`config.mk`:
```
export PLATFORM = sky130hd
export DESIGN_NAME = if_fetch_queue
export DESIGN_NICKNAME = d
export VERILOG_FILES = /design/src/rtl/if_fetch_queue.sv
export SDC_FILE = /design/constraint.sdc
export NUM_CORES = 1
export LEC_CHECK = 0
export ABC_CLOCK_PERIOD_IN_PS = 3670
export BUFFER_PORTS_ARGS = -buffer_cell sky130_fd_sc_hd__buf_2
export CAP_MARGIN = 30
export CORE_MARGIN = 2
export CORE_UTILIZATION = 30
export CTS_BUF_LIST = sky130_fd_sc_hd__clkbuf_16
export CTS_CLUSTER_DIAMETER = 40
export DETAILED_ROUTE_END_ITERATION = 12
export PLACE_DENSITY_LB_ADDON = 0.25
export SETUP_SLACK_MARGIN = 0.02
export SLEW_MARGIN = 20
export SYNTH_ARGS = -nofsm -noshare
export SYNTH_HDL_FRONTEND = slang
export SYNTH_SLANG_ARGS = --single-unit
```
`constraint.sdc`:
```
create_clock -name clk -period 3.67 [get_ports clk]
set_input_delay 0 -clock clk [delete_from_list [all_inputs] [get_ports clk]]
set_output_delay 0 -clock clk [all_outputs]
set_load 0.01 [all_outputs]
```
`src/rtl/if_fetch_queue.sv`:
```
// Fetch-to-decode instruction queue: DEPTH-entry FIFO of {PC, Instruction} pairs
// with decode-side freeze, whole-queue flush and a zero bubble when empty.
module if_fetch_queue #(
  parameter int unsigned PC_W   = 32,
  parameter int unsigned INST_W = 32,
  parameter int unsigned DEPTH  = 4
) (
  input  logic                     clk,
  input  logic                     rst,
  input  logic                     Flush,
  input  logic                     Freeze,
  input  logic                     push_valid,
  output logic                     push_ready,
  input  logic [PC_W-1:0]          PC_in,
  input  logic [INST_W-1:0]        Instruction_in,
  output logic                     valid,
  output logic [PC_W-1:0]          PC,
  output logic [INST_W-1:0]        Instruction,
  output logic [$clog2(DEPTH):0]   count
);

  localparam int unsigned PTR_W   = $clog2(DEPTH);
  localparam int unsigned CNT_W   = PTR_W + 1;
  localparam int unsigned ENTRY_W = PC_W + INST_W;

  logic [PTR_W-1:0]   rd_ptr_q, rd_ptr_d;
  logic [PTR_W-1:0]   wr_ptr_q, wr_ptr_d;
  logic [CNT_W-1:0]   count_q, count_d;
  logic [ENTRY_W-1:0] mem_q [DEPTH];
  logic [ENTRY_W-1:0] mem_d [DEPTH];
  logic [ENTRY_W-1:0] head;
  logic               push;
  logic               pop;

  // Handshake derives from occupancy only, so a full queue never passes a push through a pop.
  assign push_ready = (count_q != CNT_W'(DEPTH));
  assign valid      = (count_q != '0);
  assign push       = push_valid & push_ready;
  assign pop        = valid & ~Freeze;

  assign head        = mem_q[rd_ptr_q];
  assign PC          = valid ? head[ENTRY_W-1:INST_W] : '0;
  assign Instruction = valid ? head[INST_W-1:0]       : '0;
  assign count       = count_q;

  // Next-state: flush discards everything, including a same-cycle push or pop.
  always_comb begin
    rd_ptr_d = rd_ptr_q;
    wr_ptr_d = wr_ptr_q;
    count_d  = count_q;
    mem_d    = mem_q;
    if (Flush) begin
      rd_ptr_d = '0;
      wr_ptr_d = '0;
      count_d  = '0;
    end else begin
      if (push && !rst) begin
        mem_d[wr_ptr_q] = {PC_in, Instruction_in};
        wr_ptr_d        = wr_ptr_q + PTR_W'(1);
      end
      if (pop) begin
        rd_ptr_d = rd_ptr_q + PTR_W'(1);
      end
      case ({push, pop})
        2'b10:   count_d = count_q + CNT_W'(1);
        2'b01:   count_d = count_q - CNT_W'(1);
        default: count_d = count_q;
      endcase
    end
  end

  always_ff @(posedge clk) begin
    if (rst) begin
      rd_ptr_q <= '0;
      wr_ptr_q <= '0;
      count_q  <= '0;
    end else begin
      rd_ptr_q <= rd_ptr_d;
      wr_ptr_q <= wr_ptr_d;
      count_q  <= count_d;
    end
  end

  // Storage is never cleared; stale data is hidden by the valid mask.
  always_ff @(posedge clk) begin
    mem_q <= mem_d;
  end

endmodule
```
# Word-level counts from Yosys, hierarchy flattened
# Index checks and enable logic that the tools add are counted.
# op_classes
n_addsub	4
n_lt_le_gt_ge	3
n_eq_ne	3
mux	9
bitwise_logic	6
n_reduce_logical	7
# ops
operator	count
256-bit bitwise mux	1
64-bit 2-to-1 mux	3
64-bit binary-select mux with 2-bit select	1
64-bit demux with 2-bit select	1
32-bit 2-to-1 mux	2
3-bit >= comparator, second input constant	2
2-bit inverter with 3-bit output	2
3-bit case mux with 2 select lines	1
2-bit by 1-bit adder with 2-bit output, second input constant	2
3-bit by 1-bit adder with 3-bit output, second input constant	1
3-bit by 1-bit less-than comparator with 1-bit output, second input constant	1
3-bit inequality test, second input constant	1
3-bit nonzero test	1
3-bit by 1-bit subtractor with 3-bit output, second input constant	1
1-bit bitwise AND	2
2-bit by 1-bit == test with 1-bit output, second input constant	1
2-bit == test, second input constant	1
1-bit logical AND	2
1-bit inverter	2
2-bit AND reduction	1
2-bit nonzero test	1
2-bit OR reduction	1
1-bit zero test	1
# word_totals
reg_bits	263
input_bits	69
out_inout_bits	69
word_cells	39

# Longest topological paths before layout
# Gate-level depths: netlist (run 1).
# logic_depth
ltp_word	6
mapped_depth	9
mapped_depth_nobuf	9

# Least setup slack after synthesis (run 1)
# No wires, ideal clock.
# synth_timing
kind	register -> register
from	register count_q[0] (netlist: count[0])
to	register mem_q[0] in the netlist's numbering (enable)
setup_ps	429
t_arrival_ps	2508
t_required_ps	3241
setup_slack_ps	733
path_stages_with_launch	4
path_buffers	0
synth_period_minus_slack_ps	2937
cell_sequence	dfxtp_1 or3b_1 and2_0 and3_1
# synth_via
elab_chain_len	4
# synth_rtl
element	line	source
start: declaration	28	logic [CNT_W-1:0] count_q, count_d;
start signal: assignment	80	count_q <= count_d;
3-bit inequality test	36	assign push_ready = (count_q != CNT_W'(DEPTH));
net push_ready	13	output logic push_ready,
1-bit bitwise AND	38	assign push = push_valid & push_ready;
1-bit logical AND	57	if (push && !rst) begin
2-bit AND reduction (no source line)	n/a	
end signal: assignment	86	mem_q <= mem_d;
end: declaration	29	logic [ENTRY_W-1:0] mem_q [DEPTH];
# The timed path passes the listed nets, and every way through them passes these cells.
# A chain may end at the register's enable or synchronous reset.

# Worst setup path after layout (run 1)
# layout_timing
from	register rd_ptr_q[0]
to	output PC[16]
# layout_via
elab_chain_len	5
# layout_rtl
element	line	source
start: declaration	26	logic [PTR_W-1:0] rd_ptr_q, rd_ptr_d;
start signal: assignment	78	rd_ptr_q <= rd_ptr_d;
2-bit inverter with 3-bit output (implied by the code)	41	assign head = mem_q[rd_ptr_q];
64-bit binary-select mux with 2-bit select	41	
64-bit 2-to-1 mux (implied by the code) (2 in a row)	41	
32-bit 2-to-1 mux	42	assign PC = valid ? head[ENTRY_W-1:INST_W] : '0;
end: declaration	17	output logic [PC_W-1:0] PC,
# No other way between the ends. The select of a mux whose other input is x is not followed.

==> metrics.yaml, run 1 <==
vias: 5062
hold_viol: 0
via_per_inst: 4.338
htreeDepth: 2
drtPass1Iterations: 4
syn-mean-instance-area_sq_um: 22.06
peakVddDrop_mv: 0.3303
setup_tns_ns: 0
num_rows: 67
seq_area_frac_synth: 0.7746
ios: 138
critPathMaxFanout: 38
synth_xor_area_frac: 0.001734
dpl.cell_count: 1029
overflow: 0
layout_commonest_cell: "edfxtp_1"
syn-cell-area_sq_um: 10100
relSlewSlack: 0.4509
synthArstFlopShare: 0
die_area_sq_um: 35170
synth_edf_count: 256
clock_latency_ns: 0.52
antenna_found_initial: 0
rsz0062_at_grt: "false"
worst_ep_arrival_time_ns: 2.65
cts_tree: "built"
synth_warnings: 0
max_slew.worst_pin.slew_ns: 0.8236
gp_congestion: 0.7200
hold_depth: 2
finalSetupViolCount: 0
layout-drive-gt1-share: 0.3797
design_area_sq_um: 13260
fill_cells: 3121
hold_slack_ns: 0.2411
syn_to_final_growth_pct: 31.23
crit_path_end_kind: "output port"
core_area_sq_um: 33360
drt_iter0_drc: 323
post_cts_buffers: 0
numCtsBuffers: 37
drc: 0
outcome: "finished, final reports clean"
yosys.area_share.simple: 0.05114
grt_max_degree: 45
cts_resized: 0
place_area_sq_um: 11370
routed_wl_um: 20910
grt_usage: 0.1209
start_kind: "flip-flop"
critPathRequiredTime_ns: 3.67
layout_common_cells: "edfxtp_1, buf_2, dlygate4sd3_1"
netlist_instances: 458
cts_num_sinks: 263
fin_crit_sh: 0.7233
powerDensity_nw_per_um2: 528.0
cts.path.max_buffers: 3
final_nets: 766
initial_core_util: 0.3029
finalNonFillerCells: 1167
die_w_um: 187.5
leakagePower_uw: 0.004592
drv_slew: 0
critical_path_class: "flip-flop to output port"
skew_ns: 0.01885
wl_per_cell_um: 17.92
ant_nets: 0
synth_compound_area_frac: 0.004705
synthAdderAreaFrac: 0.008172
path_clk_slew_ns: 0.05
grt_pass1_vias: 5767
hold_class: "primary input to flip-flop"
max_clock_freq_mhz: 376.7
numPortBuffers: 137
synthMuxAreaShare: 0.1426
cts_root_buf: "clkbuf_16"
diodes: 0
post-route-util: 0.3974
grt_pass1_wl_um: 32250
synth_top_family_by_area: "multiplexers"
die_y_um: 187.5
syn_nets: 533
hpwl_um: 12620
worstRegToRegCells: 9
synth_cell_types: 25
holdBufCountCts: 71
synth_ff_type: "edfxtp_1"
fin_crit_ns: 2.655
ys_ff_latch: 263
maxCapViolCount: 0
==> where the power goes <==
part           switching (uW)  total (uW)  internal, uW
clock                    1240        3310          2060
combinational             175         350           175
sequential               15.1        3350          3330
total                    1430        7000          5570
==> kinds of logic (layout without fill, tap and decap cells) <==
logic type,count (synthesis),count (layout)
xor gates and xnor gates,2,2
buffers and inverters,30,291
AOI/OAI and AO/OA,9,9
and+or+nand+nor,84,84
DFF,263,263
adders and majority gates,6,6
muxes,64,64
==> cell usage after synthesis (all sizes together) (4+ instances only) <==
cell,count,area (sq um)
o21ai,4,20.02
dfxtp,7,140.1
and2,65,406.6
a21oi,4,20.02
and3,4,25.02
edfxtp,256,7687
buf,13,107.6
nor2,5,18.77
clkbuf,10,37.54
mux4,64,1441
ha,5,62.56
inv,7,26.28
==> critical path: stages, from the launching register on <==
cell and delay [ns]:
dfxtp_4 0.88, buf_4 0.39, mux4_2 0.55, and2_1 0.17, buf_2 0.13
==> worst paths after layout <==
check / slack [ns] / startpoint / end
max: 1.02 / rd_ptr_q[0] / PC[16]
min: 0.24 / PC_in[14] / mem_q[174]
max reg2reg: 1.13 / count[2] / count[2]
min reg2reg: 0.53 / count[2] / count[2]
==> flip-flops by register name, summed over array words and instances (netlist names) <==
register / cells
count: 3
mem_q: 256
wr_ptr_q: 2
rd_ptr_q: 2
==> per-layer routing <==
| metal | part of all wire | track usage | up-vias |
|---|---|---|---|
| met5 | 0 | 0 | - |
| met4 | 0.017 | 0.03422 | 0 |
| met3 | 0.049 | 0.03088 | 31 |
| met2 | 0.51 | 0.2103 | 122 |
| met1 | 0.43 | 0.1493 | 2578 |
| li1 | - | - | 2331 |
==> metrics by stage <==
| step | total power, uW | setup slack, ns |
|---|---|---|
| after floorplan | 3550 | 0.7329 |
| after CTS | 7091 | 0.8831 |
| after global placement | 3690 | 1.308 |
| after global routing | 7262 | 0.7600 |
| after detailed placement | 3705 | 1.155 |
| final | 7002 | 1.015 |
==> final cells by class <==
class / count / area, sq um / share of cell area
well taps: 448 / 560.5 / 0.04227
multi-input cells: 165 / 2126 / 0.1603
clock inverters: 30 / 252.7 / 0.01906
repair buffers: 217 / 1534 / 0.1157
inverters: 7 / 26.28 / 0.001982
flip-flops and latches: 263 / 7835 / 0.5909
clock buffers: 37 / 925.9 / 0.06982
Note: power is estimated with default switching activity, not from simulation.
==> inputs of run 2 (changes only) <==
- ABC_AREA: unset -> 1
- ABC_CLOCK_PERIOD_IN_PS: 3670 -> 2300
- clock period: 3.67 -> 2.3 ns (I/O delays scaled with it)
==> metrics.yaml, run 2 <==
outcome: "finished, final reports clean"
hold_viol: 0
path_clk_slew_ns: 0.06
synth_top_family_by_area: "simple AND/OR/NAND/NOR gates"
die_area_sq_um: 36030
start_kind: "flip-flop"
clock_latency_ns: 0.51
drtPass1Iterations: 4
crit_chain: "buf_4, nor2_1, nor2_1, o21ai_0, a21oi_1, buf_2"
cts_tree: "built"
peakVddDrop_mv: 0.4642
layout_common_cells: "nor2_1, edfxtp_1, buf_2"
gr-usage-met1: 0.1865
critical_path_class: "flip-flop to output port"
dpl.cell_count: 1384
crit_buf_inv: 2
synth_commonest_cells: "nor2_1, edfxtp_1, o21ai_1, a21oi_1, o21ai_0"
path_delay_family: "buffers and inverters"
ant_nets: 0
fin_crit_sh: 0.9118
rsz0062_at_grt: "false"
layout_commonest_cell: "nor2_1"
use_met3: 0.02398
gp_congestion: 0.7435
min_from: "Instruction_in[9]"
ios: 138
diodes: 0
skew_ns: 0.02416
max_clock_freq_mhz: 476.8
post_cts_buffers: 0
core_area_sq_um: 34290
drc: 0
synth_xor_area_frac: 0
vias: 6825
yosysTopAreaCell: "edfxtp_1"
synth_cell_types: 17
relSlewSlack: 0.6293
cts_root_buf: "clkbuf_16"
synth_warnings: 0
drt_iter0_drc: 413
finalSetupViolCount: 0
overflow: 0
syn-mean-instance-area_sq_um: 12.60
synthAdderAreaFrac: 0.007973
leakagePower_uw: 0.004955
synthTopCellsByArea: "edfxtp_1, nor2_1, o21ai_1"
cpMaxStageDelayCell: "buf_4"
hpwl_um: 14650
via_per_inst: 4.493
crit_path_end_kind: "output port"
finalNonFillerCells: 1519
num_rows: 68
grt_usage: 0.1395
grt_pass1_wl_um: 38780
htreeDepth: 2
die_y_um: 189.8
antenna_found_initial: 1
max_slew.worst_pin.slew_ns: 0.5560
grt_max_degree: 65
hold_class: "primary input to flip-flop"
worst_ep_arrival_time_ns: 2.10
drv_slew: 0
yosys.area_share.simple: 0.1047
design_area_sq_um: 13540
crit_top_cell: "nor2_1"
cts_num_sinks: 263
wl_per_cell_um: 16.54
syn_to_final_growth_pct: 30.73
synthMuxAreaShare: 0
largest_register: "mem_q"
initial_core_util: 0.3021
routed_wl_um: 25120
syn_nets: 897
grt.busiest_layer: "met2"
critPathRequiredTime_ns: 2.30
maxCapViolCount: 0
layout-drive-gt1-share: 0.2058
met2_usage: 0.2361
synth_top_cell_area_share: 0.7422
powerDensity_nw_per_um2: 848.6
syn-cell-area_sq_um: 10360
cts.path.max_buffers: 3
place_area_sq_um: 11630
r2r-start: "count[1]"
synth_compound_area_frac: 0.09616
largest_reg_flops: 256
ys_ff_latch: 263
crit_start: "rd_ptr_q[0]"
yosysMostFrequentCell: "nor2_1"
synth_ff_type: "edfxtp_1"
hold_slack_ns: 0.2543
critPathMaxFanout: 46
netlist_instances: 822
fin_crit_ns: 2.097
cpPeakStageDelay_ns: 0.44
numCtsBuffers: 38
numPortBuffers: 137
seq_area_frac_synth: 0.7557
grt_pass1_vias: 6772
synthArstFlopShare: 0
die_w_um: 189.8
final_nets: 1115
synth_edf_count: 256
run 2: area by class of cell:
cell class              instances  area [sq um]
clock buffers                  38         950.9
clock inverters                26         242.7
fillers                      3289         20750
inverters                      18         72.57
multi-input cells             492          2193
flip-flops and latches        263          7835
well taps                     455         569.3
repair buffers                227          1677
run 2: final timing paths:
check / end / slack (ns) / cells past startpoint
setup / recovery: Instruction[1] / 0.20 / 6
hold / removal: mem_q[73] / 0.25 / 2
setup reg to reg: mem_q[230] / 0.44 / 5
hold reg to reg: count[0] / 0.55 / 2
run 2: cells by family (layout without fill, tap and decap cells):
group                      count (synthesis)  in the layout
buffers and inverters                     67            309
DFF                                      263            263
AOI/OAI and AO/OA                        199            199
and+or+nand+nor                          287            287
adders and majority gates                  6              6
run 2: what timing repair did:
item	CTS	global route
gates resized for setup	0	1
hold buffers	71	0
setup endpoints to repair	0	1
endpoints found under the hold margin	263	0
run 2: report_power, final:
| part | total [uW] | internal, uW | switching, uW |
|---|---|---|---|
| combinational | 746 | 295 | 451 |
| clock | 5410 | 3360 | 2050 |
| sequential | 5340 | 5320 | 16.0 |
| total | 11500 | 8980 | 2510 |
run 2: stage by stage:
stage	setup TNS (ns)	util	power, uW	worst slack [ns]
global route	0	0.3949	11900	0.02307
floorplan	-166.07	-	5753	-0.6487
finish	0	0.3949	11490	0.2029
global placement	0	0.3393	6095	0.4288
detailed placement	0	0.3393	6101	0.4138
CTS	0	0.3948	11640	0.1341
run 2: worst reg2reg max path, delay by kind of cell, from the launching register on:
| family | cells | cell delay, ns |
|---|---|---|
| simple gates | 4 | 0.96 |
| flops | 1 | 0.36 |
| buf+inv | 1 | 0.24 |
run 2: routing by layer:
layer  wire length, um  vias up
met5                 7        -
met4               433        2
met3              1047       38
met2             12230      153
met1             11400     3286
li1                  -     3346
